$ cat src/rtl/booth_radix4_mul.sv
// booth_radix4_mul
// Sequential signed multiplier using radix-4 (modified) Booth recoding.
// Two multiplier bits are retired per clock, so a full N-bit product takes
// N/2 iterations after the operand-capture cycle.
//
// Ports:
//   clk          rising-edge clock
//   rst          asynchronous active-high reset; also the start pulse.
//                Operands are captured on the first edge after release.
//   multiplicand signed operand M (N bits)
//   multiplier   signed operand Q (N bits)
//   out          signed 2N-bit product M*Q; forced to 0 while done=0
//   done         registered flag, high once out holds the final product
module booth_radix4_mul #(
    parameter int N = 32
) (
    input  logic           clk,
    input  logic           rst,
    input  logic [N-1:0]   multiplicand,
    input  logic [N-1:0]   multiplier,
    output logic [2*N-1:0] out,
    output logic           done
);

    localparam int CW = $clog2(N/2);

    localparam logic [1:0] ST_LOAD = 2'd0;
    localparam logic [1:0] ST_CALC = 2'd1;
    localparam logic [1:0] ST_DONE = 2'd2;

    localparam logic [CW-1:0] LAST_ITER = CW'(N/2 - 1);

    logic [1:0]     state_q, state_d;
    logic [CW-1:0]  cnt_q,   cnt_d;
    logic [N-1:0]   m_q,     m_d;
    // Multiplier shift register with the implicit Q[-1] appended as bit 0;
    // bits [2:0] always hold the current Booth triple.
    logic [N:0]     q_q,     q_d;
    logic [2*N-1:0] acc_q,   acc_d;
    logic           done_q,  done_d;

    logic [N+1:0]   mext_s;
    logic [N+1:0]   pp_s;
    logic [2*N-1:0] pp_ext_s;
    logic [2*N-1:0] pp_sh_s;

    // Booth recoding of one triple into a partial product. The N+2-bit
    // width leaves room for +/-2M even when M is the most negative value.
    function automatic logic [N+1:0] booth_pp(input logic [2:0]   trip,
                                              input logic [N+1:0] mext);
        logic [N+1:0] r;
        case (trip)
            3'b001, 3'b010: r = mext;
            3'b011:         r = mext << 2'd1;
            3'b100:         r = -(mext << 2'd1);
            3'b101, 3'b110: r = -mext;
            default:        r = {(N+2){1'b0}};
        endcase
        return r;
    endfunction

    // Partial product for the current iteration, sign-extended and weighted by 4^i.
    always_comb begin
        mext_s   = {{2{m_q[N-1]}}, m_q};
        pp_s     = booth_pp(q_q[2:0], mext_s);
        pp_ext_s = {{(N-2){pp_s[N+1]}}, pp_s};
        pp_sh_s  = pp_ext_s << {cnt_q, 1'b0};
    end

    // Next-state logic for the LOAD -> CALC -> DONE sequence.
    always_comb begin
        state_d = state_q;
        cnt_d   = cnt_q;
        m_d     = m_q;
        q_d     = q_q;
        acc_d   = acc_q;
        done_d  = done_q;
        case (state_q)
            ST_LOAD: begin
                m_d     = multiplicand;
                q_d     = {multiplier, 1'b0};
                acc_d   = {(2*N){1'b0}};
                cnt_d   = {CW{1'b0}};
                done_d  = 1'b0;
                state_d = ST_CALC;
            end
            ST_CALC: begin
                acc_d = acc_q + pp_sh_s;
                q_d   = {2'b00, q_q[N:2]};
                cnt_d = cnt_q + CW'(1);
                if (cnt_q == LAST_ITER) begin
                    state_d = ST_DONE;
                    done_d  = 1'b1;
                end else begin
                    state_d = ST_CALC;
                    done_d  = 1'b0;
                end
            end
            ST_DONE: begin
                done_d  = 1'b1;
                state_d = ST_DONE;
            end
            default: begin
                done_d  = 1'b0;
                state_d = ST_LOAD;
            end
        endcase
    end

    // State registers; rst aborts any operation immediately.
    always_ff @(posedge clk or posedge rst) begin
        if (rst) begin
            state_q <= ST_LOAD;
            cnt_q   <= {CW{1'b0}};
            m_q     <= {N{1'b0}};
            q_q     <= {(N+1){1'b0}};
            acc_q   <= {(2*N){1'b0}};
            done_q  <= 1'b0;
        end else begin
            state_q <= state_d;
            cnt_q   <= cnt_d;
            m_q     <= m_d;
            q_q     <= q_d;
            acc_q   <= acc_d;
            done_q  <= done_d;
        end
    end

    // The product is only exposed once complete; intermediate sums read as 0.
    always_comb begin
        done = done_q;
        if (done_q) begin
            out = acc_q;
        end else begin
            out = {(2*N){1'b0}};
        end
    end

endmodule

$ cat config.mk
export PLATFORM = sky130hd
export DESIGN_NAME = booth_radix4_mul
export DESIGN_NICKNAME = d
export VERILOG_FILES = /design/src/rtl/booth_radix4_mul.sv
export SDC_FILE = /design/constraint.sdc
export NUM_CORES = 1
export LEC_CHECK = 0
export CAP_MARGIN = 5
export CORE_MARGIN = 1.5
export CORE_UTILIZATION = 52
export DETAILED_ROUTE_END_ITERATION = 10
export PLACE_DENSITY = 0.86
export SLEW_MARGIN = 20
export SYNTH_ARGS = -nofsm -noshare
export SYNTH_HDL_FRONTEND = slang
export SYNTH_SLANG_ARGS = --single-unit
export TNS_END_PERCENT = 1
$ cat constraint.sdc
create_clock -name clk -period 6.07 [get_ports clk]
set_input_delay 1.214 -clock clk [delete_from_list [all_inputs] [get_ports clk]]
set_output_delay 1.214 -clock clk [all_outputs]
set_load 0.01 [all_outputs]
==> metrics <==
RD Place Congestion between 0.9 and 1; IO buf count 130; Synth area leaders dfrtp_1 25%, ha_1 7.6%, o21ai_0 5.1%; Yosys reg bits between 100 and 150; GR Overflow Total 0; H-tree Lvls 4; Die ar. 26,700 um^2; Setup crit end kind flip-flop; vias in the first global route about 13,000; final setup fails 2; critical path arrival approximately 6500 ps; Final ANT Viol Nets 0; Starting Density 0.531; CP Max Fanout 6; CP required 6400 ps; Mapped Nets between 1,500 and 2,000; DR WL/cell between 20 and 25 um; RSZ-0062 raised after global routing yes; Ports between 100 and 150; Unique masters post-synth 82; endpoints failing hold 0; Area Overhead vs Synth 22.9%; Slew Viols, Final 0; CTS root buffer clkbuf_16; Worst Path Buf+Inv 3; dpl ws -19.2 ps; Final Skew ~17 ps; DR pass1 iterations 7; Clock Tree Buf Depth 2; PnR worst setup slack -51.1 ps; crit path time final slightly above 6000 ps; Pleak about 6.8 nW; layout cells sized above 1 0.143; core area 25,300 um^2; Avg Synthesized Cell Area 7.94 um^2; nets@finish 1,987; final wirelength 44.0 mm; critical path class flip-flop to flip-flop; Die Span X roughly 160 um; number of diodes 0; CTS Sinks ~140; failing checks negative setup slack; Fmax ~0.16 GHz; Inserted Clock Buffers 17; crit share post-route 1.01; first-pass GRT wire length ~70 mm; Clock transition at path regs approximately 80 ps; startpoint types flip-flop; EDFF count, synth 0; slowest CP cell or4_4; family with the most delay on the worst path simple AND/OR/NAND/NOR gates; initial antenna violation count 0; Cell Area, Synth between 10,000 and 15,000 um^2; status finished, violations left; ys async rst share 1.00; Max-slew headroom 0.344; worst slew pin tran 980 ps; Fin Hold WS approximately 490 ps; Total Power ~0.0057 W; vias 14,000; post-detailed-placement half-perimeter wirelength approximately 33 mm; clock latency on the worst-skew pair about 440 ps; YS warnings 0; Max-Cap Viols 0; Total Routing Usage GR 0.332; Synth area leader dfrtp_1; count leader, synth nand2_1; die height 164 um; synth cell count leaders 176 x nand2_1, 136 x dfrtp_1, 136 x o21ai_0; drc violations 0; Peak VDD IR between 0.2 and 0.25 mV; worst hold path class flip-flop to flip-flop; CTS tree done; # rows 58; top cell type's share of synthesized area 0.254; post-synthesis sequential area ratio 0.254; largest net degree at the start of global routing between 70 and 80; CP max stage delay roughly 600 ps; Synth Flop Type dfrtp_1; First DRT Iteration DRCs between 1,000 and 1,500; CP Cell Sequence or4_4 -> or4_4 -> or4_4 -> xor2_1 -> a22oi_1 -> o21ai_2 -> or3_4 -> o211ai_4 -> a222oi_1 -> buf_4 -> ha_4 -> nand2_1 -> or3_4 -> or4_1 -> or4_1 -> o31ai_2 -> buf_4 -> a21oi_2 -> buf_4 -> o21ai_2 -> xor2_1 -> a22o_1; Pwr Density between 300 and 400 nW/um^2; detail-routed via count per cell roughly 6.4; Mapped Cells 1,688
## timing repair
action,in CTS,in global routing
gates cloned,0,1
resized for setup,4,41
setup endpoints to repair,2,22
hold buffers,0,0
pin swaps,0,12
buffers inserted,0,3
## worst min-delay path: stages (launching register included)
cell,delay (ps)
dfrtp_1,350
nand2_1,40
o21ai_0,60
## cell families after synthesis
group                      count (synthesis)  synth area share
DFF                                      136             0.254
AOI/OAI and AO/OA                        552             0.273
muxes                                    101            0.0822
adders and majority gates                 82            0.0771
buffers and inverters                    163            0.0476
and+or+nand+nor                          561             0.205
xor gates and xnor gates                  93            0.0608
## final timing paths
kind / cells past startpoint / to / startpoint / slack (ps)
setup reg to reg: 22 / acc_q[60]$_DFFE_PP0P_ / m_q[17]$_DFFE_PP0P_ / -50
max in group asynchronous: 3 / m_q[18]$_DFFE_PP0P_ / rst / 3730
hold reg to reg: 2 / q_q[22]$_DFFE_PP0P_ / q_q[24]$_DFFE_PP0P_ / 490
min in group asynchronous: 2 / acc_q[57]$_DFFE_PP0P_ / rst / 1180
hold / removal: 2 / q_q[22]$_DFFE_PP0P_ / q_q[24]$_DFFE_PP0P_ / 490
setup / recovery: 22 / acc_q[60]$_DFFE_PP0P_ / m_q[17]$_DFFE_PP0P_ / -50
## cell usage in the layout (no fill, tap or decap), types with 32 or more instances in the layout
master           count
nand2_1            176
dfrtp_1            136
buf_4              131
clkdlybuf4s50_1    130
nor2_1             128
o21ai_0            125
a21oi_1            119
ha_1                76
and2_1              74
a22o_1              64
mux2i_1             58
xnor2_1             55
mux2_2              39
xor2_1              38
nor3_1              36
nand4_1             32
## per-stage QoR
step                      utilization  TNS, ps  std cells  instance area (um^2)
final                           0.652    -58.0       2182                 16500
after global routing            0.652    -1610       2182                 16500
after CTS                       0.644        0       2177                 16300
after detailed placement        0.618    -19.2       2145                 15600
after global placement          0.618        0       2145                 15600
after floorplan                     -        0       1688                 13400
## sequential cells by signal, summed over array words and instances, names as in the netlist
register,cells
state_q,2
q_q,33
cnt_q,4
done,1
acc_q,64
m_q,32
## area by class of cell
| class | count | area (um^2) |
|---|---|---|
| clock inverter | 15 | 201 |
| timing repair buffer | 263 | 2330 |
| tap | 330 | 413 |
| clock buffer | 17 | 425 |
| inverter | 31 | 121 |
| multi-input combinational | 1390 | 9580 |
| sequential | 136 | 3400 |
| fill | 2161 | 8780 |
## metal layers
metal,vias up,GRT usage,share of wire
li1,6540,-,-
met1,6688,0.445,0.43
met2,638,0.536,0.46
met3,89,0.0622,0.081
met4,0,0.107,0.026
met5,-,0,0
## power breakdown
group | leakage [nW] | total (W) | switching (W) | internal, W
clock | 0.302 | 0.00111 | 0.000543 | 0.000567
combinational | 4.79 | 0.00321 | 0.00163 | 0.00158
sequential | 1.67 | 0.00137 | 0.000249 | 0.00112
Power figures use the tool's default switching activity.
